===== src/rtl/mdu_pkg.sv =====
// Shared definitions for the iterative multiply/divide unit: operation codes,
// FSM states and the MIPS SPECIAL funct values that decode into an operation.
package mdu_pkg;

    typedef enum logic [2:0] {
        OP_MULT  = 3'd0,
        OP_MULTU = 3'd1,
        OP_DIV   = 3'd2,
        OP_DIVU  = 3'd3,
        OP_MTHI  = 3'd4,
        OP_MTLO  = 3'd5,
        OP_NOP6  = 3'd6,
        OP_NOP7  = 3'd7
    } mdu_op_e;

    typedef enum logic [1:0] {
        ST_IDLE = 2'd0,
        ST_RUN  = 2'd1,
        ST_FIX  = 2'd2
    } mdu_state_e;

    localparam logic [5:0] FUNCT_MFHI  = 6'h10;
    localparam logic [5:0] FUNCT_MTHI  = 6'h11;
    localparam logic [5:0] FUNCT_MFLO  = 6'h12;
    localparam logic [5:0] FUNCT_MTLO  = 6'h13;
    localparam logic [5:0] FUNCT_MULT  = 6'h18;
    localparam logic [5:0] FUNCT_MULTU = 6'h19;
    localparam logic [5:0] FUNCT_DIV   = 6'h1A;
    localparam logic [5:0] FUNCT_DIVU  = 6'h1B;

    // Map a SPECIAL-opcode funct field onto the unit's op code; anything that
    // does not target HI/LO becomes a no-op.
    function automatic mdu_op_e funct_to_op(input logic [5:0] funct);
        mdu_op_e res;
        case (funct)
            FUNCT_MULT:  res = OP_MULT;
            FUNCT_MULTU: res = OP_MULTU;
            FUNCT_DIV:   res = OP_DIV;
            FUNCT_DIVU:  res = OP_DIVU;
            FUNCT_MTHI:  res = OP_MTHI;
            FUNCT_MTLO:  res = OP_MTLO;
            default:     res = OP_NOP7;
        endcase
        return res;
    endfunction

endpackage


===== src/rtl/mult_div_unit.sv =====
// Iterative multiply/divide unit owning HI/LO. One accumulator serves both the
// right-shifting shift-add multiplier and the left-shifting restoring divider:
// the low half starts as the multiplier/dividend, the high half collects the
// partial product/remainder. Magnitudes are processed; signs are fixed in FIX.
module mult_div_unit
    import mdu_pkg::*;
#(
    parameter int WIDTH = 32
) (
    input  logic             clk,
    input  logic             reset,
    input  logic             start,
    input  logic [2:0]       op,
    input  logic [WIDTH-1:0] a,
    input  logic [WIDTH-1:0] b,
    output logic             busy,
    output logic             done,
    output logic             div_by_zero,
    output logic [WIDTH-1:0] hi,
    output logic [WIDTH-1:0] lo
);

    localparam int CNT_W = $clog2(WIDTH) + 1;
    localparam int ACC_W = 2 * WIDTH;

    mdu_state_e         state_r, state_next_s;
    mdu_op_e            op_s;
    logic [CNT_W-1:0]   cnt_r;
    logic [ACC_W-1:0]   acc_r, acc_step_s;
    logic [WIDTH-1:0]   mcand_r;      // multiplicand or divisor magnitude
    logic [WIDTH-1:0]   a_raw_r;      // dividend as supplied, for divide-by-zero
    logic               is_div_r;
    logic               dbz_r;
    logic               neg_lo_r;     // negate product / quotient
    logic               neg_hi_r;     // negate remainder (dividend sign)

    logic               accept_s, step_s, finish_s, mt_hi_s, mt_lo_s;
    logic               is_signed_s, is_div_op_s;
    logic [WIDTH-1:0]   a_mag_s, b_mag_s;
    logic [WIDTH:0]     sum_s;        // multiply partial sum with carry
    logic [WIDTH:0]     shifted_s;    // partial remainder after shift, one extra bit
    logic               borrow_s;
    logic [WIDTH-1:0]   diff_lo_s;
    logic [WIDTH-1:0]   res_hi_s, res_lo_s;
    logic [ACC_W-1:0]   prod_s;

    assign op_s = mdu_op_e'(op);

    // Operand classification and magnitude conversion at acceptance.
    always_comb begin
        is_signed_s = (op_s == OP_MULT) || (op_s == OP_DIV);
        is_div_op_s = (op_s == OP_DIV) || (op_s == OP_DIVU);
        if (is_signed_s && a[WIDTH-1]) begin
            a_mag_s = {WIDTH{1'b0}} - a;
        end else begin
            a_mag_s = a;
        end
        if (is_signed_s && b[WIDTH-1]) begin
            b_mag_s = {WIDTH{1'b0}} - b;
        end else begin
            b_mag_s = b;
        end
    end

    // FSM state register.
    always_ff @(posedge clk) begin
        if (reset) begin
            state_r <= ST_IDLE;
        end else begin
            state_r <= state_next_s;
        end
    end

    // FSM next-state and control strobes.
    always_comb begin
        state_next_s = state_r;
        accept_s     = 1'b0;
        step_s       = 1'b0;
        finish_s     = 1'b0;
        mt_hi_s      = 1'b0;
        mt_lo_s      = 1'b0;
        case (state_r)
            ST_IDLE: begin
                if (start) begin
                    case (op_s)
                        OP_MULT, OP_MULTU, OP_DIV, OP_DIVU: begin
                            accept_s     = 1'b1;
                            state_next_s = ST_RUN;
                        end
                        OP_MTHI: mt_hi_s = 1'b1;
                        OP_MTLO: mt_lo_s = 1'b1;
                        default: state_next_s = ST_IDLE;
                    endcase
                end else begin
                    state_next_s = ST_IDLE;
                end
            end
            ST_RUN: begin
                step_s = 1'b1;
                if (cnt_r == CNT_W'(WIDTH - 1)) begin
                    state_next_s = ST_FIX;
                end else begin
                    state_next_s = ST_RUN;
                end
            end
            ST_FIX: begin
                finish_s     = 1'b1;
                state_next_s = ST_IDLE;
            end
            default: state_next_s = ST_IDLE;
        endcase
    end

    // One iteration of the shared datapath: shift-add or restoring subtract.
    // The stored remainder is always below the divisor, so it fits WIDTH bits;
    // only the shifted value needs the extra bit before the compare.
    always_comb begin
        sum_s      = {1'b0, acc_r[ACC_W-1:WIDTH]};
        shifted_s  = {acc_r[ACC_W-1:WIDTH], acc_r[WIDTH-1]};
        borrow_s   = (shifted_s < {1'b0, mcand_r});
        diff_lo_s  = shifted_s[WIDTH-1:0] - mcand_r;
        acc_step_s = acc_r;
        if (is_div_r) begin
            if (borrow_s) begin
                acc_step_s = {shifted_s[WIDTH-1:0], acc_r[WIDTH-2:0], 1'b0};
            end else begin
                acc_step_s = {diff_lo_s, acc_r[WIDTH-2:0], 1'b1};
            end
        end else begin
            if (acc_r[0]) begin
                sum_s = {1'b0, acc_r[ACC_W-1:WIDTH]} + {1'b0, mcand_r};
            end else begin
                sum_s = {1'b0, acc_r[ACC_W-1:WIDTH]};
            end
            acc_step_s = {sum_s, acc_r[WIDTH-1:1]};
        end
    end

    // Sign correction and result mapping applied in FIX.
    always_comb begin
        if (neg_lo_r) begin
            prod_s = {ACC_W{1'b0}} - acc_r;
        end else begin
            prod_s = acc_r;
        end
        res_hi_s = prod_s[ACC_W-1:WIDTH];
        res_lo_s = prod_s[WIDTH-1:0];
        if (is_div_r) begin
            if (dbz_r) begin
                res_lo_s = {WIDTH{1'b1}};
                res_hi_s = a_raw_r;
            end else begin
                if (neg_lo_r) begin
                    res_lo_s = {WIDTH{1'b0}} - acc_r[WIDTH-1:0];
                end else begin
                    res_lo_s = acc_r[WIDTH-1:0];
                end
                if (neg_hi_r) begin
                    res_hi_s = {WIDTH{1'b0}} - acc_r[ACC_W-1:WIDTH];
                end else begin
                    res_hi_s = acc_r[ACC_W-1:WIDTH];
                end
            end
        end else begin
            res_hi_s = prod_s[ACC_W-1:WIDTH];
            res_lo_s = prod_s[WIDTH-1:0];
        end
    end

    // Iteration counter: cleared on accept, stops at WIDTH-1 on the last step.
    always_ff @(posedge clk) begin
        if (reset) begin
            cnt_r <= {CNT_W{1'b0}};
        end else if (accept_s) begin
            cnt_r <= {CNT_W{1'b0}};
        end else if (step_s && (state_next_s == ST_RUN)) begin
            cnt_r <= cnt_r + CNT_W'(1);
        end else begin
            cnt_r <= cnt_r;
        end
    end

    // Operand latch at acceptance and accumulator update while running.
    always_ff @(posedge clk) begin
        if (reset) begin
            acc_r    <= {ACC_W{1'b0}};
            mcand_r  <= {WIDTH{1'b0}};
            a_raw_r  <= {WIDTH{1'b0}};
            is_div_r <= 1'b0;
            dbz_r    <= 1'b0;
            neg_lo_r <= 1'b0;
            neg_hi_r <= 1'b0;
        end else if (accept_s) begin
            acc_r    <= {{WIDTH{1'b0}}, a_mag_s};
            mcand_r  <= b_mag_s;
            a_raw_r  <= a;
            is_div_r <= is_div_op_s;
            dbz_r    <= is_div_op_s && (b == {WIDTH{1'b0}});
            neg_lo_r <= is_signed_s && (a[WIDTH-1] ^ b[WIDTH-1]);
            neg_hi_r <= is_signed_s && a[WIDTH-1];
        end else if (step_s) begin
            acc_r <= acc_step_s;
        end else begin
            acc_r <= acc_r;
        end
    end

    // Registered outputs: HI/LO, busy, done and divide-by-zero pulses.
    always_ff @(posedge clk) begin
        if (reset) begin
            hi          <= {WIDTH{1'b0}};
            lo          <= {WIDTH{1'b0}};
            busy        <= 1'b0;
            done        <= 1'b0;
            div_by_zero <= 1'b0;
        end else begin
            busy        <= (state_next_s != ST_IDLE);
            done        <= finish_s;
            div_by_zero <= finish_s && dbz_r;
            if (finish_s) begin
                hi <= res_hi_s;
                lo <= res_lo_s;
            end else if (mt_hi_s) begin
                hi <= a;
            end else if (mt_lo_s) begin
                lo <= a;
            end else begin
                hi <= hi;
                lo <= lo;
            end
        end
    end

endmodule

===== config.mk =====
export PLATFORM = sky130hd
export DESIGN_NAME = mult_div_unit
export DESIGN_NICKNAME = d
export VERILOG_FILES = /design/src/rtl/mdu_pkg.sv /design/src/rtl/mult_div_unit.sv
export SDC_FILE = /design/constraint.sdc
export NUM_CORES = 1
export LEC_CHECK = 0
export CAP_MARGIN = 15
export CORE_AREA = 2 2 187 189
export DETAILED_ROUTE_END_ITERATION = 10
export DIE_AREA = 0 0 189 191
export GPL_TIMING_DRIVEN = 1
export PLACE_DENSITY = 0.8
export RECOVER_POWER = 25
export SETUP_SLACK_MARGIN = 0.1
export SKIP_LAST_GASP = 1
export SLEW_MARGIN = 25
export SYNTH_ARGS = -nofsm -noshare
export SYNTH_HDL_FRONTEND = slang
export SYNTH_SLANG_ARGS = --single-unit

===== constraint.sdc =====
create_clock -name clk -period 4 [get_ports clk]
set_input_delay 0.6 -clock clk [delete_from_list [all_inputs] [get_ports clk]]
set_output_delay 0.6 -clock clk [all_outputs]
set_load 0.02 [all_outputs]

==> results of run 1 <==
-- final timing paths --
kind                     startpoint                      to  slack (ps)  cells past startpoint
min             lo[29]$_SDFFE_PP0P_     lo[29]$_SDFFE_PP0P_         450                      2
max          acc_r[32]$_SDFFE_PP0N_  acc_r[55]$_SDFFE_PP0N_         400                     10
min reg2reg     lo[29]$_SDFFE_PP0P_     lo[29]$_SDFFE_PP0P_         450                      2
max reg2reg  acc_r[32]$_SDFFE_PP0N_  acc_r[55]$_SDFFE_PP0N_         400                     10
-- cells by family (layout without fill, tap and decap cells) --
logic type	Yosys count	count (layout)	share of synthesized area, %
compound gates	759	759	29.81
xor+xnor	186	186	9.664
fa+ha+maj	71	71	5.359
buf+inv	261	323	6.049
flops	207	207	24.58
mux	77	77	4.669
other cells	0	2	0
simple gates	719	719	19.87
-- state kept, by name, summed over array words and instances (netlist names) --
register     cells
is_div_r         1
acc_r           64
neg_hi_r         1
neg_lo_r         1
div_by_zero      1
busy             1
lo              32
mcand_r         32
state_r          2
hi              32
dbz_r            1
cnt_r            6
done             1
a_raw_r         32
-- cells in the mapped netlist (6+ instances only) --
library cell	instances	area, sq um
or3_1	18	112.6
nand4_1	17	106.4
o211ai_1	22	165.2
or2_2	9	56.30
clkbuf_1	174	653.1
o21bai_1	7	52.55
xor2_1	89	779.5
o41ai_2	7	113.9
o41ai_1	16	140.1
nand2_1	304	1141
buf_1	12	45.04
a21oi_1	215	1076
ha_1	69	863.3
nor2_1	175	656.9
buf_2	9	45.04
a311oi_1	7	61.31
o31ai_1	42	315.3
mux2i_1	64	640.6
a221o_1	6	60.06
a31oi_1	21	131.4
o21a_1	15	112.6
and2_1	11	68.82
nand2b_1	24	150.1
mux2_2	13	146.4
o22ai_1	14	87.58
nor4_1	18	112.6
nand3_1	43	215.2
a211oi_1	106	795.8
a21o_1	40	300.3
nor3b_1	7	52.55
xnor2_1	97	849.6
a31o_2	6	52.55
o221ai_1	32	280.3
inv_1	59	221.5
nor3_1	35	175.2
dfxtp_1	207	4144
and3_1	8	50.05
or4_1	8	60.06
nor2b_1	13	81.33
o21ai_0	136	680.7
-- per-layer routing --
metal | up-vias | wire length (microns) | share of wire [%] | track usage [%]
met5 | - | 0 | 0 | 0
met4 | 0 | 2896 | 4.7 | 14.96
met3 | 167 | 6579 | 11 | 5.673
met2 | 1045 | 27100 | 44 | 52.83
met1 | 8400 | 24440 | 40 | 42.43
li1 | 8363 | - | - | -
-- critical path: stages, from the launching register on --
cell and delay [ps]:
dfxtp_1 390, ha_1 280, fa_1 430, a211oi_1 390, o21ai_1 240, a2111oi_0 610
o41ai_1 250, a41oi_1 400, o21ai_0 150, o41a_1 130, a32o_1 220
-- cell type report --
type	instances	area, sq um	share of cell area, %
clock inverter	10	125.1	0.6402
sequential	207	4151	21.24
tap	455	569.3	2.913
inverter	60	225.2	1.152
multi-input combinational	1812	11720	59.95
timing repair buffer	219	1988	10.17
clock buffer	34	763.2	3.905
antenna	2	5.005	0.02561
-- stage by stage --
step	hold WS [ps]	power, mW	instance area (sq um)
floorplan	431.1	3.427	16860
global placement	439.8	3.958	18660
detailed placement	443.4	3.983	18660
CTS	450.6	6.451	19550
global route	464.0	6.725	19550
finish	445.8	6.479	19550
-- power breakdown --
part	internal, mW	switching (mW)
Combinational	0.658	1.05
Clock	1.52	0.969
Sequential	2.16	0.124
Total	4.33	2.15
==> flow_metrics.py, run 1 <==
metrics = {
    "global_routing": {
        "antenna_found_initial": 2,
        "grt_pass1_vias": 16690,
        "grt_usage_pct": 32.66,
        "grt_first_pass_wirelength_microns": 94250,
        "gr-total-overflow": 0,
        "grt_max_degree": 150,
    },
    "cells_and_area": {
        "fin_nets": 2467,
        "utilization_pct": 57.29,
        "layout_commonest_cell": "nand2_1",
        "drive_above_1_share_pct": 7.899,
        "instances_no_fill": 2799,
        "layout_common_cells": "nand2_1, a21oi_1, dfxtp_1, nor2_1, o21ai_0",
        "area_growth_pct": 15.94,
        "fillCellCount": 3164,
    },
    "sta": {
        "fmax_mhz": 278.1,
        "setup_violations": 0,
        "grt_setup_unrepaired": "false",
        "setup-tns-final_ps": 0,
        "min_period_ps": 3596,
        "slew_headroom_pct": 12.62,
        "fin_crit_sh_pct": 89.91,
        "hold_viol_final": 0,
        "fin_ws_ps": 403.8,
        "fin_skew_ps": 12.94,
        "maxSlewViolCount": 0,
        "worstMarginPinSlew_ps": 1308,
    },
    "yosys": {
        "syn_avg_cell_area_sq_um": 7.394,
        "syn_nets": 2421,
        "synth_seq_cells": 207,
        "synthCells": 2280,
        "ys_seq_area_share_pct": 24.58,
        "synthesis.area_sq_mm": 0.01686,
        "synth_ff_type": "dfxtp_1",
        "async_flop_share_pct": 0,
        "synth_edf_count": 0,
        "yosys.cell_types.count": 89,
        "ys_warn_count": 0,
    },
    "setup_path": {
        "cp-end-kind": "register",
        "critical_path_arrival_ps": 4030,
        "crit_type": "register to register",
        "critPathMaxFanout": 9,
        "cp.required_ps": 4440,
        "cp-start-kind": "register",
    },
    "clock_tree": {
        "path_clk_slew_ps": 60,
        "ctsResizeCount": 0,
        "cts_setup_buffers": 0,
        "root_buffer": "clkbuf_16",
        "clock_latency_ps": 540,
        "cts_max_level": 1,
        "cts_sinks": 207,
        "cts.path.max_buffers": 3,
        "cts_tree": "built",
        "cts_buffers": 26,
        "postCtsHoldBufs": 0,
    },
    "die": {
        "die_x_microns": 189,
        "core_sq_mm": 0.03412,
        "initial_utilization_pct": 49.41,
        "die_h_microns": 191,
        "io_pins": 137,
        "die_area_sq_mm": 0.03610,
        "num_rows": 68,
    },
    "pwr": {
        "p_per_area_mw_per_mm2": 331.5,
        "leakage_nw": 7.232,
        "ir_worst_vdd_mv": 0.2684,
    },
    "place": {
        "portBuffers": 136,
        "dp_hpwl_microns": 44090,
        "dp_slack_ps": 475.1,
        "place_inst": 2753,
        "gp_congestion": 0.9816,
    },
    "run_status": {
        "status": "completed",
    },
    "detailed_routing": {
        "drc": 0,
        "drt_first_pass_iters": 6,
        "antenna_left": 0,
        "vias_per_cell": 6.422,
        "wire_per_inst_microns": 21.80,
        "drtIter0Drc": 1819,
        "routed_wl_microns": 61010,
        "num_vias": 17980,
    },
    "job": {
        "maxCapViolCount": 0,
    },
    "hold_path": {
        "hold_class": "register to register",
    },
}
No activity file was read; power rests on OpenSTA's default activity.
==> run 2: changes to the inputs <==
--- a/config.mk
+++ b/config.mk
@@ -6,11 +6,11 @@
 export NUM_CORES = 1
 export LEC_CHECK = 0
 export CAP_MARGIN = 15
-export CORE_AREA = 2 2 187 189
+export CORE_AREA = 4 4 181 183
 export DETAILED_ROUTE_END_ITERATION = 10
-export DIE_AREA = 0 0 189 191
+export DIE_AREA = 0 0 185 187
 export GPL_TIMING_DRIVEN = 1
-export PLACE_DENSITY = 0.8
+export PLACE_DENSITY = 0.85
 export RECOVER_POWER = 25
 export SETUP_SLACK_MARGIN = 0.1
 export SKIP_LAST_GASP = 1
==> run 2 against run 1 <==
  * The run now ends with max-capacitance violations, max-slew violations left
  * Global-route usage rose by 0.84 points
  * Combinational power about the same
  * Power fell by 2.6%
  * Count of clock-buffer cells in the layout fell by 1
  * Register-to-register slack lost 20 ps
  * Cell area is 1.1% lower
  * First-iteration DRC count shrank 0.22%
  * Critical path type unchanged
  * Critical endpoint unchanged
  * Highest routed layer unchanged
==> flow_metrics.py, run 2 (same netlist as run 1, synthesis figures left out) <==
metrics = {
    "run_status": {
        "status": "finished, violations left",
        "violations": "max-capacitance violations, max-slew violations",
    },
    "sta": {
        "fin_ws_ps": 386.2,
        "min_period_ps": 3614,
        "fin_skew_ps": 12.06,
        "fin_crit_sh_pct": 90.34,
        "fmax_mhz": 276.7,
        "worstMarginPinSlew_ps": 1866,
        "setup-tns-final_ps": 0,
        "grt_setup_unrepaired": "false",
        "hold_viol_final": 0,
        "slew_headroom_pct": -24.39,
        "maxSlewViolCount": 187,
        "setup_violations": 0,
    },
    "pwr": {
        "p_seq_share_pct": 36.1,
        "p_sw_mw": 2.106,
        "pwr-share-comb_pct": 27.0,
        "p_per_area_mw_per_mm2": 326.4,
        "internal-power_mw": 4.201,
        "sw_frac_of_total_pct": 33.39,
        "leakage_nw": 7.117,
        "clkPwrFrac_pct": 36.9,
        "ir_worst_vdd_mv": 0.3413,
    },
    "clock_tree": {
        "root_buffer": "clkbuf_16",
        "clock_latency_ps": 540,
        "cts_setup_buffers": 0,
        "cts_buffers": 25,
        "postCtsHoldBufs": 0,
        "cts_max_level": 1,
        "cts.path.max_buffers": 3,
        "cts_sinks": 207,
        "ctsResizeCount": 0,
        "cts_tree": "built",
        "path_clk_slew_ps": 60,
    },
    "die": {
        "core_sq_mm": 0.03123,
        "initial_utilization_pct": 53.98,
        "num_rows": 65,
        "die_h_microns": 187,
        "io_pins": 137,
        "die_x_microns": 185,
        "die_area_sq_mm": 0.03460,
    },
    "setup_path": {
        "critPathMaxFanout": 9,
        "crit_type": "register to register",
        "cp-start-kind": "register",
        "cp-end-kind": "register",
        "critical_path_arrival_ps": 4040,
        "cp.required_ps": 4430,
    },
    "hold_path": {
        "hold_class": "register to register",
    },
    "detailed_routing": {
        "num_vias": 18310,
        "vias_per_cell": 6.708,
        "drt_first_pass_iters": 6,
        "wire_per_inst_microns": 22.35,
        "drtIter0Drc": 1815,
        "drc": 0,
        "routed_wl_microns": 61010,
        "antenna_left": 0,
    },
    "cells_and_area": {
        "regMostFlops": "acc_r",
        "layout_commonest_cell": "nand2_1",
        "largest_register_ff_count": 64,
        "diodes": 0,
        "fin_nets": 2457,
        "layout_common_cells": "nand2_1, a21oi_1, dfxtp_1, nor2_1, o21ai_0",
        "fin_area_sq_mm": 0.01932,
        "instances_no_fill": 2730,
        "drive_above_1_share_pct": 7.216,
        "area_growth_pct": 14.63,
    },
    "place": {
        "postPlaceCellArea_sq_mm": 0.01854,
        "portBuffers": 136,
        "gp_congestion": 1.038,
        "dp_hpwl_microns": 43740,
        "place_inst": 2691,
        "dp_slack_ps": 443.0,
    },
    "job": {
        "maxCapViolCount": 2,
    },
    "global_routing": {
        "grt_max_degree": 150,
        "grt_usage_pct": 33.50,
        "grt_pass1_vias": 17340,
        "gr-total-overflow": 0,
        "grt_first_pass_wirelength_microns": 95030,
        "antenna_found_initial": 1,
    },
}
-- run 2: metrics by stage --
step | util (%) | hold WS, ps | power, mW
after global placement | 59.36 | 438.9 | 3.934
after detailed placement | 59.36 | 441.1 | 3.969
after CTS | 61.93 | 448.8 | 6.262
after global routing | 61.88 | 473.9 | 6.534
after floorplan | - | 431.1 | 3.427
final | 61.88 | 444.7 | 6.307
-- run 2: power by group through the flow --
stage / logic, mW / registers [mW] / clock network, mW
3_5_place_dp: 1.65 / 2.32 / 0
5_1_grt: 1.83 / 2.29 / 2.41
6_report: 1.70 / 2.28 / 2.33
2_1_floorplan: 1.15 / 2.28 / 0
4_1_cts: 1.66 / 2.27 / 2.33
3_3_place_gp: 1.62 / 2.31 / 0
-- run 2: area by class of cell --
class,instances,area (sq um)
flip-flops and latches,207,4154
inverters,60,225.2
multi-input cells,1812,11720
clock inverters,6,107.6
fillers,2818,11910
well taps,402,503.0
clock buffers,33,695.7
repair buffers,210,1919
-- run 2: layer usage --
layer	global-route usage (%)	up-vias	wire length [microns]
met5	0	-	0
met4	16.91	0	3742
met3	7.273	232	6415
met2	52.65	1113	27310
met1	43.22	8603	23540
li1	-	8365	-
-- run 2: path summary, 6_finish.rpt --
path | from | endpoint | slack, ps | cells past startpoint
max | acc_r[32]$_SDFFE_PP0N_ | acc_r[55]$_SDFFE_PP0N_ | 390 | 10
min | lo[18]$_SDFFE_PP0P_ | lo[18]$_SDFFE_PP0P_ | 440 | 2
max reg2reg | acc_r[32]$_SDFFE_PP0N_ | acc_r[55]$_SDFFE_PP0N_ | 390 | 10
min reg2reg | lo[18]$_SDFFE_PP0P_ | lo[18]$_SDFFE_PP0P_ | 440 | 2
-- run 2: critical path, cell delays in order (launching register included) --
cell       delay [ps]
dfxtp_1           390
ha_1              290
fa_1              440
a211oi_1          440
o21ai_1           300
a2111oi_1         510
o41ai_1           210
a41oi_1           410
o21ai_0           150
o41a_1            130
a32o_1            230
